===== src/rtl/mem_arb_pkg.sv =====
`default_nettype none
// ============================================================================
// Module      : mem_arb_pkg
// Description : Shared types and constants for the two-requester data-memory
//               port arbiter (requester IDs, in-flight tag, default widths).
// Revision    : 1.0 - initial release
// ============================================================================
package mem_arb_pkg;

    localparam int DEF_ADDR_W = 10;
    localparam int DEF_DATA_W = 32;

    // Requester identifiers; also the bit index into the 2-bit request vectors.
    localparam logic REQ_FETCH = 1'b0;
    localparam logic REQ_LS    = 1'b1;

    // One in-flight memory access waiting for its response slot.
    typedef struct packed {
        logic valid;
        logic id;
        logic is_write;
    } tag_t;

    // Drops a fetch entry when the fetch stream is being redirected.
    function automatic tag_t squash_fetch(input tag_t t, input logic flush);
        tag_t r;
        r = t;
        if (flush && (t.id == REQ_FETCH)) begin
            r.valid = 1'b0;
        end
        return r;
    endfunction

endpackage
`default_nettype wire


===== src/rtl/rr_arbiter2.sv =====
`default_nettype none
// ============================================================================
// Module      : rr_arbiter2
// Description : Two-input round-robin arbiter. Grants at most one valid
//               requester per cycle; priority flips to the other requester
//               after every accepted grant.
// Revision    : 1.0 - initial release
// ============================================================================
module rr_arbiter2 (
    input  logic       clk,
    input  logic       reset,
    input  logic [1:0] valid_i,
    output logic [1:0] grant_o
);

    // Requester that currently holds priority.
    logic ptr_q;
    logic ptr_d;
    logic other;

    assign other = ~ptr_q;

    // Grant the priority holder if it asks, otherwise the other one; nothing in reset.
    always_comb begin
        grant_o = 2'b00;
        ptr_d   = ptr_q;
        if (!reset) begin
            if (valid_i[ptr_q]) begin
                grant_o[ptr_q] = 1'b1;
            end else if (valid_i[other]) begin
                grant_o[other] = 1'b1;
            end
        end
        // A grant is always an accept, because ready is only raised alongside valid.
        if (grant_o[0]) begin
            ptr_d = 1'b1;
        end else if (grant_o[1]) begin
            ptr_d = 1'b0;
        end
    end

    // Priority pointer register; fetch has priority out of reset.
    always_ff @(posedge clk) begin
        if (reset) begin
            ptr_q <= 1'b0;
        end else begin
            ptr_q <= ptr_d;
        end
    end

endmodule
`default_nettype wire


===== src/rtl/mem_port_arbiter.sv =====
`default_nettype none
// ============================================================================
// Module      : mem_port_arbiter
// Description : Shares one pipelined single-port word memory between fetch
//               and load/store. Round-robin grant, fixed-latency responses
//               routed back through a tag shift pipeline, fetch flush.
// Revision    : 1.0 - initial release
// ============================================================================
module mem_port_arbiter
    import mem_arb_pkg::*;
#(
    parameter int ADDR_W      = DEF_ADDR_W,
    parameter int DATA_W      = DEF_DATA_W,
    parameter int MEM_LATENCY = 1
) (
    input  logic                clk,
    input  logic                reset,
    input  logic [1:0]          req_valid,
    output logic [1:0]          req_ready,
    input  logic [1:0]          req_we,
    input  logic [2*ADDR_W-1:0] req_addr,
    input  logic [2*DATA_W-1:0] req_wdata,
    output logic [1:0]          rsp_valid,
    output logic [DATA_W-1:0]   rsp_rdata,
    input  logic                flush_fetch,
    output logic                mem_en,
    output logic                mem_we,
    output logic [ADDR_W-1:0]   mem_addr,
    output logic [DATA_W-1:0]   mem_wdata,
    input  logic [DATA_W-1:0]   mem_rdata
);

    logic [1:0] grant;
    logic       sel;
    tag_t       tags_q [MEM_LATENCY];
    tag_t       tags_d [MEM_LATENCY];
    tag_t       head;
    logic       rsp_live;

    rr_arbiter2 u_arb (
        .clk     (clk),
        .reset   (reset),
        .valid_i (req_valid),
        .grant_o (grant)
    );

    assign req_ready = grant;
    assign sel       = grant[REQ_LS];

    // Steer the granted requester onto the memory port; drive zeros when idle.
    always_comb begin
        mem_en    = 1'b0;
        mem_we    = 1'b0;
        mem_addr  = '0;
        mem_wdata = '0;
        if (grant != 2'b00) begin
            mem_en    = 1'b1;
            mem_we    = req_we[sel];
            mem_addr  = sel ? req_addr[ADDR_W +: ADDR_W]  : req_addr[0 +: ADDR_W];
            mem_wdata = sel ? req_wdata[DATA_W +: DATA_W] : req_wdata[0 +: DATA_W];
        end
    end

    // Shift the tag pipeline one slot per cycle; a flush kills every fetch
    // entry, including the one being accepted right now.
    always_comb begin
        tags_d[0] = squash_fetch(tag_t'{valid: mem_en, id: sel, is_write: mem_we},
                                 flush_fetch);
        for (int i = 1; i < MEM_LATENCY; i++) begin
            tags_d[i] = squash_fetch(tags_q[i-1], flush_fetch);
        end
    end

    // Tag pipeline registers; reset drops everything still in flight.
    always_ff @(posedge clk) begin
        if (reset) begin
            for (int i = 0; i < MEM_LATENCY; i++) begin
                tags_q[i] <= '0;
            end
        end else begin
            for (int i = 0; i < MEM_LATENCY; i++) begin
                tags_q[i] <= tags_d[i];
            end
        end
    end

    // The oldest entry is due this cycle; a flush also kills a fetch response
    // landing in the same cycle.
    assign head     = squash_fetch(tags_q[MEM_LATENCY-1], flush_fetch);
    assign rsp_live = head.valid && !reset;

    assign rsp_valid = rsp_live ? (2'b01 << head.id) : 2'b00;
    assign rsp_rdata = (rsp_live && !head.is_write) ? mem_rdata : '0;

endmodule
`default_nettype wire

===== config.mk =====
export PLATFORM = sky130hd
export DESIGN_NAME = mem_port_arbiter
export DESIGN_NICKNAME = d
export VERILOG_FILES = /design/src/rtl/mem_arb_pkg.sv /design/src/rtl/rr_arbiter2.sv /design/src/rtl/mem_port_arbiter.sv
export SDC_FILE = /design/constraint.sdc
export NUM_CORES = 1
export LEC_CHECK = 0
export ABC_AREA = 1
export ABC_CLOCK_PERIOD_IN_PS = 3800
export CORE_AREA = 3 3 78 80
export DETAILED_ROUTE_END_ITERATION = 10
export DIE_AREA = 0 0 81 83
export PLACE_DENSITY = 0.82
export SLEW_MARGIN = 20
export SYNTH_ARGS = -nofsm -noshare
export SYNTH_HDL_FRONTEND = slang
export SYNTH_HIERARCHICAL = 1
export SYNTH_SLANG_ARGS = --single-unit

===== constraint.sdc =====
create_clock -name clk -period 3.8 [get_ports clk]
set_input_delay 0.76 -clock clk [delete_from_list [all_inputs] [get_ports clk]]
set_output_delay 0.76 -clock clk [all_outputs]
set_load 0.005 [all_outputs]

; ---- Word level (Yosys, flattened, before mapping)
; Memories as Yosys holds them, arrays and structs flattened.
; Cells that the tools add are included.
[totals]
reg_bits = 1
latchBits = 0
ramBits = 3
rom_bits = 0
in_bits = 123
wordCells = 51
mem_count = 1
[classes]
addsub = 0
n_mul = 0
div = 0
magnitude_cmp = 5
n_eq_ne = 0
n_shift = 1
muxes = 30
bitwise = 3
reduce_logical = 10
[memory_table]
columns = memory, words, width, rd, rd_ports_with_merged_regs, wr, line
row1 = tags_q, 1, 3, 1, 0, 1, mem_port_arbiter.sv:35  ; tag_t tags_q [MEM_LATENCY];
[ops]
columns = op, n
row1 = 32-bit two-way mux, 3
row2 = 10-bit two-way mux, 2
row3 = 1-bit two-way mux, 18
row4 = 2-bit two-way mux, 4
row5 = 1-bit logical AND, 6
row6 = "1-bit by 2-bit < comparator with 1-bit output, second input constant", 3
row7 = 3-bit two-way mux, 1
row8 = 1-bit NOT, 3
row9 = 3-bit OR reduction, 1
row10 = 1-bit demux with 1-bit select, 2
row11 = "1-bit >= comparator, second input constant", 2
row12 = 1-bit logical NOT, 2
row13 = 2-bit nonzero test, 1
row14 = "1-bit by 1-bit left shift with 2-bit output, first input constant", 1

; ---- Longest topological paths before layout
[depth]
ltp_word = 12
depth_mapped = 9
ltp_nobuf = 8

; ---- Hierarchy
; Netlist, hierarchy kept.
[modules_own_cells]
columns = module, n_inst, cells_each, area_each_um2, seq_area_each_um2
row1 = mem_port_arbiter, 1, 232, 1137.3, 60.1
row2 = rr_arbiter2, 1, 14, 75.1, 20.0

; ---- Worst setup path after synthesis
; OpenSTA, ideal clock, no wires.
[synth_path]
kind = input port to output port
startpoint = in reset
endpoint = out mem_we
t_arrival_ns = 1.557
required_ns = 3.040
slack_ns = 1.483
stages = 8
path_buffers = 2
path_cell_list = clkinv_1 -> nand2_1 -> nor2_1 -> buf_4 -> buf_2 -> or2_1 -> nand2_1 -> inv_1
[synth_between]
elab_cells_between_ends = 5
[synth_rtl]
columns = element, line
row1 = start: declaration, mem_port_arbiter.sv:17  ; input logic reset,
row2 = 2-bit two-way mux, rr_arbiter2.sv:27  ; if (!reset) begin
row3 = named net req_ready[0], mem_port_arbiter.sv:19  ; output logic [1:0] req_ready,
row4 = 2-bit nonzero test (no line), -
row5 = 1-bit two-way mux, mem_port_arbiter.sv:56  ; if (grant != 2'b00) begin
row6 = end: declaration, mem_port_arbiter.sv:27  ; output logic mem_we,
; The timed path passes the listed nets, and every way through them passes these cells. The select of a mux whose other input is x is not followed.

; ---- Worst setup path after layout
[layout_path]
startpoint = in reset
endpoint = out mem_we
[layout_between]
elab_chain_cells = 4
elab_cells_between_ends = 5
[layout_rtl]
columns = element, line
row1 = 2-bit two-way mux (*), rr_arbiter2.sv:27
row2 = 1-bit two-way mux (implied by the code) (2 in series), mem_port_arbiter.sv:58  ; mem_we = req_we[sel];
row3 = 1-bit two-way mux (*), mem_port_arbiter.sv:56
; Mark *: on every way between the ends. The rest lies on a longest branch, timed or not. The select of a mux whose other input is x is not followed.

==> impl_metrics.py <==
metrics = {
    "run_status": {
        "run_status": "complete, no violations",
    },
    "logic_synthesis": {
        "count_of_different_cell_masters_after_synthesis": 16,
        "ys_seq_elements": 4,
        "syn_nets": 369,
        "synth_largest_area_cell": "sky130_fd_sc_hd__nand2_1",
        "synthTopCellsByArea": "sky130_fd_sc_hd__nand2_1 18%, sky130_fd_sc_hd__nor2_2 15%, sky130_fd_sc_hd__nor2_1 15%, sky130_fd_sc_hd__inv_1 12%, sky130_fd_sc_hd__nand3_1 9.1%",
        "netlist_area_before_placement_um2": 1212,
        "yosysSeqAreaShare_pct": 6.605,
        "synth.top_cell.area_share_pct": 17.65,
        "postSynthCellCount": 246,
        "syn_area_per_cell_um2": 4.929,
        "yosysWarningCount": 6,
    },
    "cts": {
        "clkSinkCount": 4,
        "clk_root_buffer_cell": "sky130_fd_sc_hd__clkbuf_8",
        "cts_tree": "built",
        "cts_inserted_buffers": 3,
        "cts_setup_buffers": 0,
        "clock_path_buffers": 2,
        "cts_h_tree_lvls": 1,
        "insertion_delay_ns": 0.21,
        "clk_transition_reported_paths_ns": 0.03,
        "cts_repair_resize_count": 0,
        "cts_hold_buf": 0,
    },
    "timing": {
        "timing_max_transition_violations_final": 0,
        "relSlewSlack_pct": 66.00,
        "report.final.hold_viol_count": 0,
        "finalWorstPathRequiredPeriod_ns": 3.517,
        "fin_crit_sh_pct": 92.55,
        "max_clock_freq_mhz": 284.3,
        "rsz_0062_raised_after_global_routing": "no",
        "setup-violations-final": 0,
        "finalClockSkew_ns": 0.003794,
        "worst_margin_pin_slew_ns": 0.5100,
        "timing.setup.tns_ns": 0,
        "hold_ws_ns": 0.5251,
    },
    "global_routing": {
        "globalRouteOverflowTotal": 0,
        "grt_pass1_vias": 2056,
        "number_of_antenna_violations_at_the_first_check_in_global_routing": 0,
        "grt_max_degree": 47,
        "grt_util_all_layers_pct": 16.31,
        "grt_pass1_wl_um": 9080,
    },
    "detailed_routing": {
        "routed_wl_um": 6111,
        "vias_per_cell": 4.267,
        "routed_wire_length_per_instance_um": 11.98,
        "detailroute.via_count": 2176,
        "drtPass1Iterations": 4,
        "ant_nets": 0,
        "detailedRoute.firstIterationViolations": 37,
        "drcViolationCount": 0,
    },
    "pwr": {
        "power.ir.vdd_worst_uv": 76.51,
        "power_dens_cells_nw_per_um2": 132.4,
        "power_leakage_nw": 1.483,
        "power_report.internal_total_w": 0.0003150,
        "switchingPower_w": 0.0001222,
        "comb_power_share_pct": 69.6,
        "sw_frac_of_total_pct": 27.95,
        "power_frac_seq_pct": 10.4,
        "p_clk_share_pct": 20.0,
    },
    "setup_path": {
        "crit_family": "buffers and inverters",
        "cpMaxStageDelayCell": "sky130_fd_sc_hd__clkdlybuf4s50_1",
        "crit_top_cell": "sky130_fd_sc_hd__nand2_1",
        "worst_setup_path_startpoint": "reset",
        "cp_max_fo": 46,
        "worstReg2RegStart": "u_arb/ptr_q$_SDFFE_PP0P_",
        "reg2reg_depth": 6,
        "timing.critical_path.cells": "clkdlybuf4s50_1 -> clkinv_1 -> nand2_1 -> nor2_4 -> inv_4 -> nand2_1 -> nand2_1 -> nand2_1 -> inv_1 -> clkdlybuf4s50_1",
        "critPathKind": "primary input to output port",
        "timing.critical_path.required_ns": 3.04,
        "worst_setup_path_end_kind": "output port",
        "timing.reg2reg.setup_slack_ns": 2.51,
        "critPathCapture": "mem_we",
        "cp_num_cells": 10,
        "rr_endpoint": "tags_q[0][0]$_SDFF_PP0_",
        "critical_path.max_stage_delay_ns": 0.56,
        "critPathBufInv": 5,
        "timing.critical_path.arrival_ns": 2.76,
        "startpoint_class": "primary input",
    },
    "placed_design": {
        "dp.final_hpwl_um": 5120,
        "portBuffers": 202,
        "gp_congestion": 0.7939,
    },
    "floorplan": {
        "die_area_um2": 6723,
        "number_of_top_level_design_ports": 203,
        "num_rows": 27,
        "core_area_um2": 5473,
        "die_y_um": 83,
        "floorplan.initialDensity_pct": 22.15,
        "floorplan.die.width_um": 81,
    },
    "cells_and_area": {
        "diodes": 0,
        "area.growth.synth_to_final_pct": 172.3,
        "layout.cells.most_common_list": "202 x sky130_fd_sc_hd__clkdlybuf4s50_1, 57 x sky130_fd_sc_hd__nand2_1, 46 x sky130_fd_sc_hd__nor2_1",
        "most_common_cell_after_layout_fill_and_taps_aside": "sky130_fd_sc_hd__clkdlybuf4s50_1",
        "layout-drive-gt1-share_pct": 10.05,
        "nets": 563,
    },
    "min_path": {
        "hold_path_class": "register to register",
        "worst_hold_startpoint": "u_arb/ptr_q$_SDFFE_PP0P_",
    },
    "flow_run": {
        "drv.max_cap_violation_count": 0,
    },
}
==> metal layers <==
metal	part of all wire (%)	vias to the layer above	routed length, µm	global-route usage [%]
met3	14	8	843	5.315
met2	50	132	3035	30.99
met4	1.5	0	89	3.687
li1	-	1110	-	-
met1	35	926	2144	16.73
met5	0	-	0	0
==> state kept, by name (all words and copies together), names as in the netlist <==
signal	cells
tags_q	3
u_arb/ptr_q	1
==> through the flow <==
stage | area (µm²) | util, % | std cells | setup slack [ns] | total power (W)
finish | 3302 | 60.33 | 510 | 0.2829 | 0.0004372
global route | 3302 | 60.33 | 510 | 0.1399 | 0.0004685
CTS | 3302 | 60.33 | 510 | 0.2450 | 0.0004428
detailed placement | 3261 | 59.58 | 507 | 0.2444 | 0.0003516
global placement | 3261 | 59.58 | 507 | 0.2901 | 0.0003494
floorplan | 1212 | - | 246 | 1.483 | 0.0001343
==> logic make-up (layout without fill, tap and decap cells) <==
logic type / Yosys count / count (layout) / synth area share [%]
buf+inv: 60 / 252 / 23.43
compound gates: 21 / 21 / 8.669
flops: 4 / 4 / 6.605
simple gates: 161 / 161 / 61.30
==> cells in the mapped netlist <==
cell type	n
sky130_fd_sc_hd__nor2_1	48
sky130_fd_sc_hd__nand3_4	1
sky130_fd_sc_hd__clkinv_1	1
sky130_fd_sc_hd__nand3_1	22
sky130_fd_sc_hd__nand2_1	57
sky130_fd_sc_hd__buf_4	6
sky130_fd_sc_hd__nor2_4	3
sky130_fd_sc_hd__o21ai_0	1
sky130_fd_sc_hd__dfxtp_1	4
sky130_fd_sc_hd__or2_1	1
sky130_fd_sc_hd__inv_1	40
sky130_fd_sc_hd__nor2_2	29
sky130_fd_sc_hd__inv_4	1
sky130_fd_sc_hd__a21oi_1	20
sky130_fd_sc_hd__buf_6	3
sky130_fd_sc_hd__buf_2	9
==> power by group through the flow <==
stage	sequential [W]	clock, W	combinational, W
final	0.0000456	0.0000872	0.000304
after global routing	0.0000459	0.0000927	0.000330
after floorplan	0.0000459	0	0.0000884
after CTS	0.0000456	0.0000893	0.000308
after global placement	0.0000461	0	0.000303
after detailed placement	0.0000462	0	0.000305
==> cell type report <==
class	instances	area (µm²)
clock buffers	3	41.29
fillers	492	2171
multi-input cells	182	858.3
well taps	72	90.09
flip-flops and latches	4	80.08
inverters	42	160.2
repair buffers	207	2072
==> how the worst min path moves through the flow <==
stage,endpoint,cells past startpoint,slack (ns)
2_1_floorplan,u_arb/ptr_q$_SDFFE_PP0P_,2,0.48
3_3_place_gp,u_arb/ptr_q$_SDFFE_PP0P_,2,0.51
3_5_place_dp,u_arb/ptr_q$_SDFFE_PP0P_,2,0.52
4_1_cts,u_arb/ptr_q$_SDFFE_PP0P_,2,0.53
5_1_grt,u_arb/ptr_q$_SDFFE_PP0P_,2,0.57
6_report,u_arb/ptr_q$_SDFFE_PP0P_,2,0.53
==> worst min-delay path, cell delays in order (launching register included) <==
cell and delay, ns:
sky130_fd_sc_hd__dfxtp_1 0.34, sky130_fd_sc_hd__nor2_1 0.07, sky130_fd_sc_hd__nor2_2 0.09
Note: power is estimated with default switching activity, not from simulation.
